$ cat src/rtl/decode_pkg.sv
// Shared types and encodings for the decode/issue front end.
package decode_pkg;

    typedef enum logic [2:0] {
        ALU_LOADSTORE = 3'b000,
        ALU_RTYPE     = 3'b001,
        ALU_ITYPE     = 3'b010,
        ALU_BRANCH    = 3'b011,
        ALU_LUI       = 3'b100,
        ALU_JALR      = 3'b101,
        ALU_NONE      = 3'b111
    } alu_op_t;

    localparam logic [6:0] OP_LOAD   = 7'b0000011;
    localparam logic [6:0] OP_STORE  = 7'b0100011;
    localparam logic [6:0] OP_REG    = 7'b0110011;
    localparam logic [6:0] OP_IMM    = 7'b0010011;
    localparam logic [6:0] OP_BRANCH = 7'b1100011;
    localparam logic [6:0] OP_LUI    = 7'b0110111;
    localparam logic [6:0] OP_JAL    = 7'b1101111;
    localparam logic [6:0] OP_JALR   = 7'b1100111;

    typedef struct packed {
        logic [4:0]  rs1;
        logic [4:0]  rs2;
        logic [4:0]  rd;
        logic [31:0] imm;
        logic        alu_src;
        logic        branch;
        logic        jump;
        logic        mem_read;
        logic        mem_write;
        logic        reg_write;
        logic        mem_to_reg;
        alu_op_t     alu_op;
    } decoded_t;

endpackage

$ cat src/rtl/decode.sv
// Combinational RV32I instruction decode into the control/operand bundle.
module decode
    import decode_pkg::*;
(
    input  logic [31:0] inst,
    output decoded_t    dec
);

    logic [6:0]  opcode;
    logic [2:0]  funct3;
    logic [31:0] imm_i, imm_s, imm_b, imm_u, imm_j;

    assign opcode = inst[6:0];
    assign funct3 = inst[14:12];
    assign imm_i  = {{20{inst[31]}}, inst[31:20]};
    assign imm_s  = {{20{inst[31]}}, inst[31:25], inst[11:7]};
    assign imm_b  = {{19{inst[31]}}, inst[31], inst[7], inst[30:25], inst[11:8], 1'b0};
    assign imm_u  = {inst[31:12], 12'h000};
    assign imm_j  = {{11{inst[31]}}, inst[31], inst[19:12], inst[20], inst[30:21], 1'b0};

    always_comb begin
        dec        = '0;
        dec.rs1    = inst[19:15];
        dec.rs2    = inst[24:20];
        dec.rd     = inst[11:7];
        dec.alu_op = ALU_NONE;
        case (opcode)
            OP_LOAD: begin
                dec.imm = imm_i;  dec.alu_src = 1'b1; dec.mem_read = 1'b1;
                dec.reg_write = 1'b1; dec.mem_to_reg = 1'b1; dec.alu_op = ALU_LOADSTORE;
            end
            OP_STORE: begin
                dec.imm = imm_s;  dec.alu_src = 1'b1; dec.mem_write = 1'b1;
                dec.alu_op = ALU_LOADSTORE;
            end
            OP_REG: begin
                dec.reg_write = 1'b1; dec.alu_op = ALU_RTYPE;
            end
            OP_IMM: begin
                // shift-immediates carry a zero-extended shamt, not a signed immediate
                dec.imm = (funct3 == 3'b001 || funct3 == 3'b101) ? {27'h0, inst[24:20]} : imm_i;
                dec.alu_src = 1'b1; dec.reg_write = 1'b1; dec.alu_op = ALU_ITYPE;
            end
            OP_BRANCH: begin
                dec.imm = imm_b;  dec.branch = 1'b1; dec.alu_op = ALU_BRANCH;
            end
            OP_LUI: begin
                dec.imm = imm_u;  dec.alu_src = 1'b1; dec.reg_write = 1'b1; dec.alu_op = ALU_LUI;
            end
            OP_JAL: begin
                dec.imm = imm_j;  dec.jump = 1'b1; dec.reg_write = 1'b1; dec.alu_op = ALU_NONE;
            end
            OP_JALR: begin
                dec.imm = imm_i;  dec.jump = 1'b1; dec.alu_src = 1'b1; dec.reg_write = 1'b1;
                dec.alu_op = ALU_JALR;
            end
            default: dec.alu_op = ALU_NONE;
        endcase
    end

endmodule

$ cat src/rtl/inst_fifo.sv
// Small pointer-based FIFO; pointers carry one wrap bit so no occupancy counter is needed.
module inst_fifo #(
    parameter int DEPTH = 2,
    parameter int W     = 64
) (
    input  logic         clk,
    input  logic         reset,
    input  logic         flush,
    input  logic         push,
    input  logic         pop,
    input  logic [W-1:0] wdata,
    output logic [W-1:0] rdata,
    output logic         full,
    output logic         empty
);

    localparam int AW = $clog2(DEPTH);

    logic [W-1:0] mem [DEPTH];
    logic [AW:0]  wptr, rptr;

    always_ff @(posedge clk) begin
        if (reset || flush) begin
            wptr <= '0;
            rptr <= '0;
        end else begin
            if (push) wptr <= wptr + (AW+1)'(1);
            if (pop)  rptr <= rptr + (AW+1)'(1);
        end
    end

    always_ff @(posedge clk) begin
        if (push) mem[wptr[AW-1:0]] <= wdata;
    end

    assign rdata = mem[rptr[AW-1:0]];
    assign empty = (wptr == rptr);
    assign full  = (wptr[AW] != rptr[AW]) && (wptr[AW-1:0] == rptr[AW-1:0]);

endmodule

$ cat src/rtl/decode_issue_ctrl.sv
// Fetch-to-dispatch issue stage: buffers fetch, decodes the head, registers a valid/ready bundle
// and throttles control-flow issue against the unresolved-branch budget.
module decode_issue_ctrl
    import decode_pkg::*;
#(
    parameter int DEPTH  = 2,
    parameter int MAX_BR = 4,
    parameter int BRW    = 3
) (
    input  logic           clk,
    input  logic           reset,
    input  logic           flush,
    input  logic           if_valid,
    output logic           if_ready,
    input  logic [31:0]    if_inst,
    input  logic [31:0]    if_pc,
    output logic           id_valid,
    input  logic           id_ready,
    output logic [31:0]    id_pc,
    output logic [4:0]     id_rs1,
    output logic [4:0]     id_rs2,
    output logic [4:0]     id_rd,
    output logic [31:0]    id_imm,
    output logic           id_ALUSrc,
    output logic           id_branch,
    output logic           id_jump,
    output logic           id_MemRead,
    output logic           id_MemWrite,
    output logic           id_RegWrite,
    output logic           id_MemToReg,
    output logic [2:0]     id_ALUOp,
    input  logic           br_resolve,
    output logic [BRW-1:0] br_inflight
);

    logic        fifo_full, fifo_empty, push, pop;
    logic        head_bubble, head_ctl, br_stall, load_en, br_inc, br_dec;
    logic [63:0] head;
    decoded_t    head_dec, id_q;

    assign if_ready = !fifo_full;
    assign push     = if_valid && !fifo_full && !flush;

    inst_fifo #(.DEPTH(DEPTH), .W(64)) u_fifo (
        .clk   (clk),
        .reset (reset),
        .flush (flush),
        .push  (push),
        .pop   (pop),
        .wdata ({if_pc, if_inst}),
        .rdata (head),
        .full  (fifo_full),
        .empty (fifo_empty)
    );

    decode u_decode (
        .inst (head[31:0]),
        .dec  (head_dec)
    );

    assign head_bubble = (head[31:0] == 32'h0);
    assign head_ctl    = head_dec.branch | head_dec.jump;
    // budget is judged on the registered count, so a same-cycle resolve unblocks only next cycle
    assign br_stall    = head_ctl && (br_inflight == BRW'(MAX_BR));
    assign load_en     = (!id_valid || id_ready) && !fifo_empty && !head_bubble && !br_stall && !flush;
    assign pop         = !fifo_empty && !flush && (head_bubble || load_en);
    assign br_inc      = load_en && head_ctl;
    assign br_dec      = br_resolve && (br_inflight != '0);

    always_ff @(posedge clk) begin
        if (reset) begin
            id_valid <= 1'b0;
            id_pc    <= '0;
            id_q     <= '0;
        end else if (flush) begin
            id_valid <= 1'b0;
        end else if (load_en) begin
            id_valid <= 1'b1;
            id_pc    <= head[63:32];
            id_q     <= head_dec;
        end else if (id_ready) begin
            id_valid <= 1'b0;
        end
    end

    always_ff @(posedge clk) begin
        if (reset || flush)
            br_inflight <= '0;
        else if (br_inc && !br_dec)
            br_inflight <= br_inflight + BRW'(1);
        else if (br_dec && !br_inc)
            br_inflight <= br_inflight - BRW'(1);
    end

    assign id_rs1      = id_q.rs1;
    assign id_rs2      = id_q.rs2;
    assign id_rd       = id_q.rd;
    assign id_imm      = id_q.imm;
    assign id_ALUSrc   = id_q.alu_src;
    assign id_branch   = id_q.branch;
    assign id_jump     = id_q.jump;
    assign id_MemRead  = id_q.mem_read;
    assign id_MemWrite = id_q.mem_write;
    assign id_RegWrite = id_q.reg_write;
    assign id_MemToReg = id_q.mem_to_reg;
    assign id_ALUOp    = id_q.alu_op;

endmodule

$ cat config.mk
export PLATFORM = sky130hd
export DESIGN_NAME = decode_issue_ctrl
export DESIGN_NICKNAME = d
export VERILOG_FILES = /design/src/rtl/decode_pkg.sv /design/src/rtl/decode.sv /design/src/rtl/inst_fifo.sv /design/src/rtl/decode_issue_ctrl.sv
export SDC_FILE = /design/constraint.sdc
export NUM_CORES = 1
export LEC_CHECK = 0
export BUFFER_PORTS_ARGS = -buffer_cell sky130_fd_sc_hd__buf_4
export CORE_ASPECT_RATIO = 1.75
export CORE_MARGIN = 10
export CORE_UTILIZATION = 39
export CTS_CLUSTER_DIAMETER = 30
export DETAILED_ROUTE_END_ITERATION = 7
export PLACE_DENSITY = 0.58
export SLEW_MARGIN = 15
export SYNTH_ARGS = -nofsm -noshare
export SYNTH_HDL_FRONTEND = slang
export SYNTH_SLANG_ARGS = --single-unit
$ cat constraint.sdc
create_clock -name clk -period 5.45 [get_ports clk]
set_clock_uncertainty 0.2 [all_clocks]
set_input_delay 0.8175 -clock clk [delete_from_list [all_inputs] [get_ports clk]]
set_output_delay 0.8175 -clock clk [all_outputs]
set_load 0.02 [all_outputs]
* Word-level counts from Yosys, hierarchy flattened *
Memories as Yosys holds them, arrays and structs flattened. A register that Yosys moved wholly into a read port is not among the register bits.
Cells that the tools add are included.

operators by class
  add/sub/neg operators = 4
  equality and inequality tests = 14
  mux-type cells = 17
  bitwise gates (word level) = 2
  reduce and logical (&&, ||, !) cells = 37

operators by type and width
  cell                                               count
  case mux 32 bit (6 select lines)                   1
  zero test 32 bit                                   1
  two-way mux 32 bit                                 1
  == test 7 x 6 -> 1 bit (second input constant)     3
  == test 7 bit (second input constant)              3
  case mux 3 bit (6 select lines)                    1
  logical AND 1 bit                                  14
  two-way mux 1 bit                                  12
  zero test 1 bit                                    8
  OR reduction 2 bit                                 4
  == test 7 x 2 -> 1 bit (second input constant)     1
  == test 7 x 5 -> 1 bit (second input constant)     1
  == test 3 bit (second input constant)              2
  two-way mux 3 bit                                  2
  OR reduction 6 bit                                 1
  OR reduction 5 bit                                 1
  adder 2 x 1 -> 2 bit (second input constant)       2
  logical OR 1 bit                                   4
  nonzero test 2 bit                                 2
  adder 3 x 1 -> 3 bit (second input constant)       1
  == test 3 x 1 -> 1 bit (second input constant)     1
  nonzero test 3 bit                                 1
  subtractor 3 x 1 -> 3 bit (second input constant)  1
  == test 2 bit                                      1
  5 further kinds                                    5

word-level totals
  flip-flop bits (word level) = 96
  bits in writable memories = 128
  input bits = 70
  output and inout port bits = 94
  memories kept = 1

memories
  name        depth  bits a word  rd ports  clocked after Yosys merged registers in  write ports  line             RTL
  u_fifo.mem  2      64           1         1                                        1            inst_fifo.sv:19  logic [W-1:0] mem [DEPTH];

* Depth between registers and ports, before layout *
Gate-level depths: netlist (run 1).

  word-level depth = 13
  depth in mapped cells = 15

* By module *
Synthesis (run 1) repeated with hierarchy kept, for this count alone.

second synthesis, totals
  cell total of the unflattened synthesis = 775
  area, all modules = 10354.9 um^2

modules (own cells, without submodules)
  module             instances  cells each  area each (um^2)  sequential area each (um^2)
  inst_fifo          1          222         5141.2            3943.8
  decode_issue_ctrl  1          425         4389.2            1861.8
  decode             1          128         824.5             0.0

* Worst setup path after synthesis (run 1) *
Ideal clock, no wire load.

  path type = input-to-reg
  start = in flush
  end = mem u_fifo.mem[1][0] (enable)
  arrival time = 3.770 ns
  required time = 4.761 ns
  setup slack = 0.990 ns
  cell stages on the path = 2
  path through = nand3b_1 -> nor2_1

between the ends
  word-level cells in the longest chain between the ends = 4

RTL lines
  what                                     line                     RTL
  start: declaration                       decode_issue_ctrl.sv:12  input logic flush,
  zero test 1 bit                          decode_issue_ctrl.sv:42  assign push = if_valid && !fifo_full && !flush;
  logical AND 1 bit                        decode_issue_ctrl.sv:42
  two-way mux 1 bit                        inst_fifo.sv:33          if (push) mem[wptr[AW-1:0]] <= wdata;
  two-way mux 1 bit (implied by the code)  inst_fifo.sv:33
  end: declaration                         inst_fifo.sv:19

Every way passes these cells.

==> run_results.csv, run 1 <==
group,metric,value,unit
cells_and_area,drive_gt1_share,29.0,%
worst_setup_path,cp-start-kind,"flip-flop",
floorplanning,die_h,220,um
global_route,grt_pass1_vias,6653,
sta,setup_viol,0,
clock_network,path_clk_slew,0.06,ns
clock_network,postCtsSetupRepairBufs,0,
drt,drt_pre_antenna_iters,4,
clock_network,cts_resized,0,
clock_network,cts.sinks,225,
logic_synthesis,synth.top_cells.by_area,"edfxtp_1 (43%), dfxtp_1 (22%), mux2i_1 (6.1%)",
drt,ant_nets,0,
clock_network,cts.path.max_buffers,3,
place,dp.final_hpwl,18700,um
logic_synthesis,syn_inst,694,
cells_and_area,multiInputGateArea,2870,um2
sta,setup-tns-final,0,ns
worst_hold_path,min-delay-start,"if_inst[19]",
global_route,antenna_found_initial,0,
place,dpl_cell_area,10400,um2
logic_synthesis,synth_edf_count,128,
clock_network,cts_buffers,28,
logic_synthesis,ys.warnings.count,0,
logic_synthesis,avgSynthCellArea,12.8,um2
power,powerDensity,354,nW/um2
drt,wirelength,26100,um
worst_setup_path,cpPeakStageDelay,0.82,ns
status,outcome,"completed",
logic_synthesis,ys_seq_elements,225,
clock_network,clk_latency,0.54,ns
logic_synthesis,async_reset_ff_share,0,%
floorplanning,dieArea,29400,um2
worst_setup_path,worstPathCellList,"or3b_1 -> a22oi_2 -> o221ai_2 -> o211a_4 -> nand2_1 -> nor2_1 -> ha_1 -> inv_1 -> fa_1 -> xor2_1 -> or3_1 -> a21oi_1",
cells_and_area,fillers,2025,
sta,hold_viol,0,
global_route,grt_pass1_wl,39200,um
drt,drcViolationCount,0,
sta,rsz0062_at_grt,"no",
floorplanning,pin_count,164,
worst_hold_path,hp-class,"input pin to flip-flop",
clock_network,cts_tree,"built",
floorplanning,start_util,39.4,%
sta,drv_slew,0,
sta,fin_hold_ws,0.256,ns
worst_setup_path,slowest_stage,"o211a_4",
drt,post_drt_wl_per_cell,22.4,um
logic_synthesis,yosys.area.top_type_share,43.3,%
cells_and_area,fin_area,11400,um2
sta,fmax,245,MHz
cells_and_area,fin_nets,916,
run,cap_violations,0,
sta,slew_headroom,26.0,%
cells_and_area,final_core_util,50.4,%
logic_synthesis,yosysSeqAreaShare,65.2,%
cells_and_area,area_growth,27.9,%
global_route,grtUsageTotal,17.1,%
power,power_leakage,3.98,nW
drt,vias,6357,
place,portBuffers,163,
place,routabilityCongestion,0.874,
global_route,grt_overflow,0,
worst_setup_path,arrival,4.35,ns
worst_setup_path,path_class,"flip-flop to flip-flop",
logic_synthesis,synth.distinct_cells,58,
cells_and_area,antenna_cells,0,
clock_network,ctsHoldBuffers,0,
floorplanning,row_count,73,
sta,finalCritPeriodShare,74.9,%
clock_network,cts.htree.levels,1,
global_route,grt_max_degree,86,
power,vdd_ir_drop_max,0.260,mV
logic_synthesis,synth_area,8880,um2
logic_synthesis,synth_top_cell_by_area,"edfxtp_1",
drt,drt_iter0_drc,261,
drt,vias_per_cell,5.45,
worst_setup_path,end_kind,"flip-flop",
cells_and_area,final_cells,1166,
logic_synthesis,syn_nets,766,
place,place_inst,1114,
cells_and_area,regArea,5790,um2
logic_synthesis,synth-main-ff-cell,"edfxtp_1",
clock_network,cts.root.buffer_cell,"clkbuf_16",
sta,post-route-min-period,4.08,ns
floorplanning,die_w,134,um
floorplanning,coreArea,22600,um2
worst_setup_path,critPathMaxFanout,82,
sta,tightestPinTransition,1.11,ns
worst_setup_path,required,5.72,ns
## critical path, delay by kind of cell, from the launching register on
kind / cells / cell delay (ns)
adders and majority gates: 2 / 0.58
buffers and inverters: 1 / 0.07
xor gates and xnor gates: 1 / 0.16
AOI/OAI and AO/OA: 4 / 1.36
DFF: 1 / 0.63
and+or+nand+nor: 4 / 0.99
## report_power, final
| group | leakage, nW | switching, mW | total [mW] | internal, mW |
|---|---|---|---|---|
| Sequential | 1.96 | 0.0277 | 1.87 | 1.85 |
| Combinational | 1.53 | 0.126 | 0.215 | 0.0893 |
| Clock | 0.486 | 0.727 | 1.93 | 1.21 |
| Total | 3.98 | 0.880 | 4.02 | 3.14 |
## cells by family after synthesis
group | share of synthesized area, %
compound gates | 15.1
xor+xnor | 0.592
fa+ha+maj | 0.366
buf+inv | 2.97
flops | 65.2
mux | 7.10
simple gates | 8.67
## synthesized netlist by cell type (all sizes together) (2+ instances only)
cell,n
and4,2
nand2,28
mux2,8
xor2,2
nand3b,4
buf,23
o31ai,3
a32oi,2
a311oi,13
nor2,21
nor4,18
nor3,21
nand3,6
o211a,8
mux2i,54
a31o,6
or3,4
dfxtp,97
edfxtp,128
o22ai,4
inv,5
o21ai,10
a22oi,4
a211oi,51
nand2b,8
nand4b,2
xnor2,4
nand4,10
or2b,4
a21oi,87
or3b,4
o211ai,5
clkbuf,30
## worst paths after layout
kind                       endpoint  slack, ns  cells after the start
setup / recovery     br_inflight[2]       1.37                     12
hold reg to reg           id_branch       0.29                      2
hold / removal    u_fifo.mem[1][19]       0.26                      1
setup reg to reg     br_inflight[2]       1.37                     12
## per-stage QoR
| step | setup slack (ns) | power [mW] |
|---|---|---|
| final | 1.37 | 4.02 |
| after detailed placement | 1.34 | 2.13 |
| after global routing | 1.01 | 4.15 |
| after CTS | 1.34 | 4.06 |
| after global placement | 1.43 | 2.12 |
| after floorplan | 0.990 | 2.01 |
## layer usage
| layer | GRT usage (%) | vias up | part of all wire [%] |
|---|---|---|---|
| li1 | - | 3002 | - |
| met1 | 17.0 | 3133 | 34 |
| met2 | 32.9 | 183 | 57 |
| met3 | 3.92 | 39 | 5.6 |
| met4 | 7.47 | 0 | 3.2 |
| met5 | 0 | - | 0 |
## sequential cells by signal, summed over array words and instances (netlist names), 2 cells and up, named ones only
register	flops
u_fifo.mem	128
id_imm	32
id_pc	32
br_inflight	3
u_fifo.wptr	2
id_ALUOp	3
id_rd	5
id_rs2	5
id_rs1	5
u_fifo.rptr	2
## layout make-up
| cell class | instances | area share, % |
|---|---|---|
| tap | 300 | 3.30 |
| multi-input combinational | 411 | 25.3 |
| clock buffer | 40 | 7.57 |
| inverter | 5 | 0.165 |
| clock inverter | 12 | 1.31 |
| timing repair buffer | 173 | 11.4 |
| sequential | 225 | 51.0 |
## cells in the final DEF (no fill, tap or decap), types with 5 or more instances in the layout
master and n:
a211oi_1 51, a21oi_1 85, a311oi_1 13, a31o_2 6, buf_4 173, clkbuf_16 31, clkbuf_8 5, dfxtp_1 96
edfxtp_1 128, inv_1 5, mux2_2 8, mux2i_1 54, nand2_1 28, nand2b_1 8, nand3_1 5, nand4_1 10
nor2_1 18, nor3_1 21, nor4_1 18, o211a_1 7, o21ai_0 10
No activity file was read; power rests on OpenSTA's default activity.
==> run 2, diff against run 1 <==
- PLACE_DENSITY: 0.58 -> 0.61
- clock period: 5.45 -> 3.7 ns (I/O delays scaled with it)
==> run 2 against run 1 <==
Against the previous run: register-to-register slack got worse by 0.95 ns; final area is 6.6% higher; cell count grew 6.4%; first-iteration DRC count grew 30%; critical path type unchanged.
==> run_results.csv, run 2 (synthesis results as in run 1) <==
group,metric,value,unit
clock_network,cts.htree.levels,1,
drt,post_drt_wl_per_cell,21.1,um
floorplanning,die_h,220,um
worst_setup_path,critPathMaxFanout,38,
drt,vias,6568,
cells_and_area,drive_gt1_share,27.9,%
run,cap_violations,0,
sta,finalCritPeriodShare,88.6,%
worst_setup_path,end_kind,"flip-flop",
cells_and_area,final_core_util,53.7,%
floorplanning,pin_count,164,
power,pwr-share-comb,6.3,%
clock_network,cts.root.buffer_cell,"clkbuf_16",
drt,drt_pre_antenna_iters,5,
global_route,grt_overflow,0,
worst_setup_path,required,3.98,ns
worst_setup_path,cp-start-kind,"flip-flop",
floorplanning,coreArea,22600,um2
global_route,antenna_found_initial,0,
worst_setup_path,worstPathCellList,"buf_4 -> nand4b_1 -> a22oi_2 -> o221ai_2 -> o211a_2 -> nand2_1 -> nor2_1 -> ha_1 -> inv_1 -> fa_1 -> xor2_1 -> or3_1 -> a21oi_1",
clock_network,cts.sinks,225,
clock_network,path_clk_slew,0.06,ns
place,routabilityCongestion,0.911,
global_route,grt_pass1_wl,39800,um
power,switchingPower,1.39,mW
sta,tightestPinTransition,1.10,ns
place,dpl_cell_area,10400,um2
power,p_clk_share,48.4,%
global_route,grtUsageTotal,17.4,%
sta,setup-tns-final,0,ns
power,power,6.08,mW
worst_setup_path,arrival,3.56,ns
floorplanning,dieArea,29400,um2
status,outcome,"completed",
place,dp.final_hpwl,18200,um
worst_setup_path,path_class,"flip-flop to flip-flop",
drt,wirelength,26100,um
cells_and_area,antenna_cells,0,
floorplanning,row_count,73,
sta,post-route-min-period,3.28,ns
place,portBuffers,163,
global_route,grt_pass1_vias,6877,
sta,hold_viol,0,
cells_and_area,largest_register_ffs,128,
sta,rsz0062_at_grt,"no",
clock_network,cts.path.max_buffers,3,
power,vdd_ir_drop_max,0.412,mV
clock_network,cts_tree,"built",
power,power_switching_share,22.8,%
cells_and_area,fillers,1929,
worst_setup_path,cpPeakStageDelay,0.62,ns
worst_hold_path,hp-class,"input pin to flip-flop",
floorplanning,die_w,134,um
worst_setup_path,slowest_stage,"dfxtp_4",
drt,drt_iter0_drc,339,
power,sequentialPowerShare,45.3,%
power,powerDensity,502,nW/um2
global_route,grt_max_degree,82,
clock_network,postCtsSetupRepairBufs,0,
cells_and_area,area_growth,36.3,%
cells_and_area,fin_area,12100,um2
sta,fmax,305,MHz
clock_network,ctsHoldBuffers,62,
power,p_int,4.69,mW
sta,setup_viol,0,
sta,slew_headroom,26.2,%
sta,drv_slew,0,
drt,ant_nets,0,
drt,drcViolationCount,0,
clock_network,cts_buffers,31,
cells_and_area,final_cell_mix,"buf_4 (176), edfxtp_1 (128), dfxtp_1 (96)",
floorplanning,start_util,39.4,%
worst_hold_path,min-delay-start,"if_pc[24]",
drt,vias_per_cell,5.29,
power,power_leakage,4.31,nW
cells_and_area,fin_nets,988,
clock_network,cts_resized,0,
cells_and_area,final_common_cell,"buf_4",
clock_network,clk_latency,0.56,ns
==> run 2: cell count changes in the layout (fill, tap and decap cells not counted), moves of 3 or more <==
cell / previous run / this run
clkbuf_8: 5 / 1
buf_12: 0 / 4
buf_4: 173 / 176
dlygate4sd3_1: 0 / 62
inv_8: 2 / 5
clkinv_2: 0 / 5
==> run 2: path summary, 6_finish.rpt <==
| kind | end | slack, ns | cells after the start |
|---|---|---|---|
| worst min register to register | id_ALUSrc | 0.26 | 2 |
| worst max-delay path | br_inflight[2] | 0.42 | 13 |
| worst max register to register | br_inflight[2] | 0.42 | 13 |
| worst min-delay path | u_fifo.mem[0][56] | 0.02 | 1 |
==> run 2: power by group through the flow <==
stage                     clock network, mW  logic [mW]  registers (mW)
after floorplan                           0       0.123            2.83
after global placement                    0       0.330            2.81
after detailed placement                  0       0.332            2.81
after CTS                              2.99       0.386            2.75
after global routing                   3.11       0.413            2.76
final                                  2.94       0.381            2.75
==> run 2: routing by layer <==
metal / up-vias / share of wire [%] / wire length, um / GRT usage [%]
li1: 3160 / - / - / -
met4: 0 / 4.3 / 1130 / 8.63
met2: 221 / 53 / 13900 / 32.0
met1: 3126 / 36 / 9330 / 17.7
met3: 61 / 6.8 / 1780 / 4.45
met5: - / 0 / 0 / 0
==> run 2: area by class of cell <==
class | instances | area, um2 | area share, %
tap | 300 | 375 | 3.10
multi-input combinational | 411 | 2850 | 23.6
inverter | 5 | 18.8 | 0.155
clock buffer | 35 | 801 | 6.61
sequential | 225 | 5790 | 47.8
timing repair buffer | 242 | 2020 | 16.7
clock inverter | 23 | 245 | 2.03
==> run 2: critical path: cells and delay by family (launching register included) <==
kind / cells / cell delay [ns]
and+or+nand+nor: 4 / 0.74
DFF: 1 / 0.62
adders and majority gates: 2 / 0.58
AOI/OAI and AO/OA: 4 / 0.56
buffers and inverters: 2 / 0.34
xor gates and xnor gates: 1 / 0.16
==> run 2: per-stage QoR <==
stage / hold WS [ns] / setup WS [ns] / std cells
after detailed placement: 0.257 / 0.424 / 1121
final: 0.0200 / 0.422 / 1241
after global routing: 0.00706 / 0.203 / 1241
after global placement: 0.257 / 0.503 / 1121
after CTS: 0.00262 / 0.413 / 1241
after floorplan: 0.278 / 0.374 / 694
==> run 3, diff against run 2 <==
- PLACE_DENSITY: 0.61 -> 0.6
- SYNTH_HIERARCHICAL: not set -> 1
==> run 3 against run 2 <==
Against the previous run: total power rose by 6.9%; utilization fell by 4.0 points; sequential power barely moved; critical endpoint unchanged.
==> run_results.csv, run 3 <==
group,metric,value,unit
global_route,grtUsageTotal,13.7,%
logic_synthesis,yosys-top-cells-count,"nand2b_1 (180), edfxtp_1 (128), dfxtp_1 (98)",
cells_and_area,fin_nets,1010,
drt,post_drt_wl_per_cell,18.3,um
drt,wirelength,23500,um
worst_setup_path,required,3.93,ns
worst_hold_path,hp-class,"input pin to flip-flop",
power,sequentialPowerShare,42.1,%
logic_synthesis,synth-main-ff-cell,"edfxtp_1",
global_route,grt_pass1_wl,36000,um
logic_synthesis,synth_area,10400,um2
logic_synthesis,synth_edf_count,128,
sta,hold_viol,0,
drt,drt_iter0_drc,220,
place,portBuffers,163,
status,outcome,"completed",
floorplanning,pin_count,164,
worst_hold_path,min-delay-start,"if_inst[11]",
run,cap_violations,0,
worst_setup_path,timing.rr.end,"br_inflight[2]",
floorplanning,die_w,143,um
sta,setup_viol,0,
cells_and_area,largest_register_ffs,128,
sta,fin_hold_ws,0.0258,ns
floorplanning,die_h,236,um
sta,tightestPinTransition,0.704,ns
global_route,grt_max_degree,115,
worst_setup_path,reg2reg_setup_slack,0.14,ns
sta,rsz0062_at_grt,"no",
floorplanning,start_util,39.7,%
clock_network,cts.sinks,226,
logic_synthesis,yosys.area.top_type_share,37.1,%
place,routabilityCongestion,0.945,
power,power_switching_share,22.3,%
worst_setup_path,critPathBufInv,1,
sta,fmax,281,MHz
power,p_int,5.05,mW
worst_setup_path,critPathMaxFanout,9,
clock_network,cts.root.buffer_cell,"clkbuf_16",
global_route,grt_overflow,0,
global_route,antenna_found_initial,1,
drt,ant_nets,0,
power,vdd_ir_drop_max,0.572,mV
power,pwr-share-comb,5.9,%
sta,setup_slack,0.138,ns
logic_synthesis,syn_inst,775,
worst_setup_path,worstPathCellList,"mux2_4 -> or2b_4 -> nor3_4 -> and2_1 -> or2_1 -> a311oi_2 -> o21a_4 -> and2_4 -> ha_4 -> inv_2 -> fa_2 -> xor2_1 -> nor2_1 -> xnor2_1 -> nor3_1",
clock_network,cts_tree,"built",
clock_network,cts_resized,0,
place,dp.final_hpwl,16400,um
logic_synthesis,syn_nets,847,
logic_synthesis,synth_top_cell_by_area,"edfxtp_1",
drt,drt_pre_antenna_iters,4,
logic_synthesis,yosysSeqAreaShare,56.1,%
worst_setup_path,arrival,3.80,ns
global_route,grt_pass1_vias,6395,
floorplanning,dieArea,33700,um2
logic_synthesis,synth.distinct_cells,58,
worst_hold_path,min_path_cells,1,
sta,slew_headroom,53.0,%
cells_and_area,final_common_cell,"nand2b_1",
worst_setup_path,cpPeakStageDelay,0.44,ns
cells_and_area,final_cell_mix,"nand2b_1 (180), buf_4 (175), edfxtp_1 (128)",
logic_synthesis,yosysMostFrequentCell,"nand2b_1",
worst_setup_path,r2r_cells,15,
worst_hold_path,hold_end,"u_fifo/mem[0][11]",
clock_network,clk_latency,0.51,ns
clock_network,cts.htree.levels,2,
worst_setup_path,cp_top_family,"simple AND/OR/NAND/NOR gates",
clock_network,cts.path.max_buffers,3,
drt,vias,6190,
worst_setup_path,slowest_stage,"dfxtp_4",
floorplanning,coreArea,26100,um2
logic_synthesis,avgSynthCellArea,13.4,um2
cells_and_area,antenna_cells,0,
sta,drv_slew,0,
floorplanning,row_count,78,
sta,finalCritPeriodShare,96.3,%
logic_synthesis,ys.warnings.count,6,
clock_network,cts_buffers,35,
power,powerDensity,503,nW/um2
logic_synthesis,ys_seq_elements,226,
cells_and_area,drive_gt1_share,34.2,%
power,p_clk_share,52.1,%
place,dpl_worst_slack,0.174,ns
drt,drcViolationCount,0,
logic_synthesis,async_reset_ff_share,0,%
worst_setup_path,cp-start-kind,"flip-flop",
worst_setup_path,end_kind,"flip-flop",
worst_setup_path,path_class,"flip-flop to flip-flop",
power,power_leakage,4.89,nW
clock_network,path_clk_slew,0.06,ns
sta,post-route-min-period,3.56,ns
logic_synthesis,synth.top_cells.by_area,"edfxtp_1 (37%), dfxtp_1 (19%), nand2b_1 (11%)",
cells_and_area,area_growth,24.9,%
sta,setup-tns-final,0,ns
power,switchingPower,1.45,mW
drt,vias_per_cell,4.83,
## run 3: cell families (layout without fill, tap and decap cells)
kind of cell | after synthesis | in the layout | synth area share [%]
xor+xnor | 9 | 9 | 0.761
mux | 154 | 154 | 17.8
buf+inv | 65 | 252 | 5.57
compound gates | 41 | 41 | 3.21
fa+ha+maj | 2 | 2 | 0.314
simple gates | 278 | 278 | 16.2
flops | 226 | 226 | 56.1
## run 3: how the worst max path moves through the flow
stage	slack (ns)	to	start	cells past startpoint
floorplan	-0.09	br_inflight[2]	flip-flop	19
global placement	0.25	br_inflight[2]	flip-flop	15
detailed placement	0.17	br_inflight[2]	flip-flop	15
CTS	0.14	br_inflight[2]	flip-flop	15
global route	0.005	br_inflight[2]	flip-flop	15
finish	0.14	br_inflight[2]	flip-flop	15
## run 3: per-layer routing
layer	up-vias	wire length, um	track usage [%]
met3	59	1750	4.68
met2	157	12400	24.6
li1	3050	-	-
met1	2922	8520	13.8
met5	-	13	0
met4	2	771	6.11
## run 3: layout make-up
class / count / area, um2
well taps: 320 / 400
flip-flops and latches: 226 / 5810
clock buffers: 37 / 926
inverters: 5 / 18.8
clock inverters: 24 / 299
repair buffers: 186 / 1460
fillers: 2281 / 13100
multi-input cells: 484 / 4010
## run 3: per-stage QoR
step | area (um2) | power [mW] | std cells | util [%]
2_1_floorplan | 10400 | 3.04 | 775 | -
3_3_place_gp | 11600 | 3.16 | 1214 | 44.7
3_5_place_dp | 11600 | 3.17 | 1214 | 44.7
4_1_cts | 12900 | 6.60 | 1282 | 49.6
5_1_grt | 12900 | 6.74 | 1282 | 49.6
6_report | 12900 | 6.50 | 1282 | 49.6
## run 3: timing repair
action | 4_1_cts | 5_1_grt
hold buffers | 7 | 0
endpoints found under the hold margin | 14 | 0
setup buffers | 0 | 0
## run 3: power groups by stage
stage	combinational [mW]	sequential (mW)	clock, mW
2_1_floorplan	0.243	2.80	0
6_report	0.383	2.73	3.38
5_1_grt	0.415	2.74	3.59
3_3_place_gp	0.379	2.78	0
4_1_cts	0.390	2.73	3.48
3_5_place_dp	0.383	2.79	0
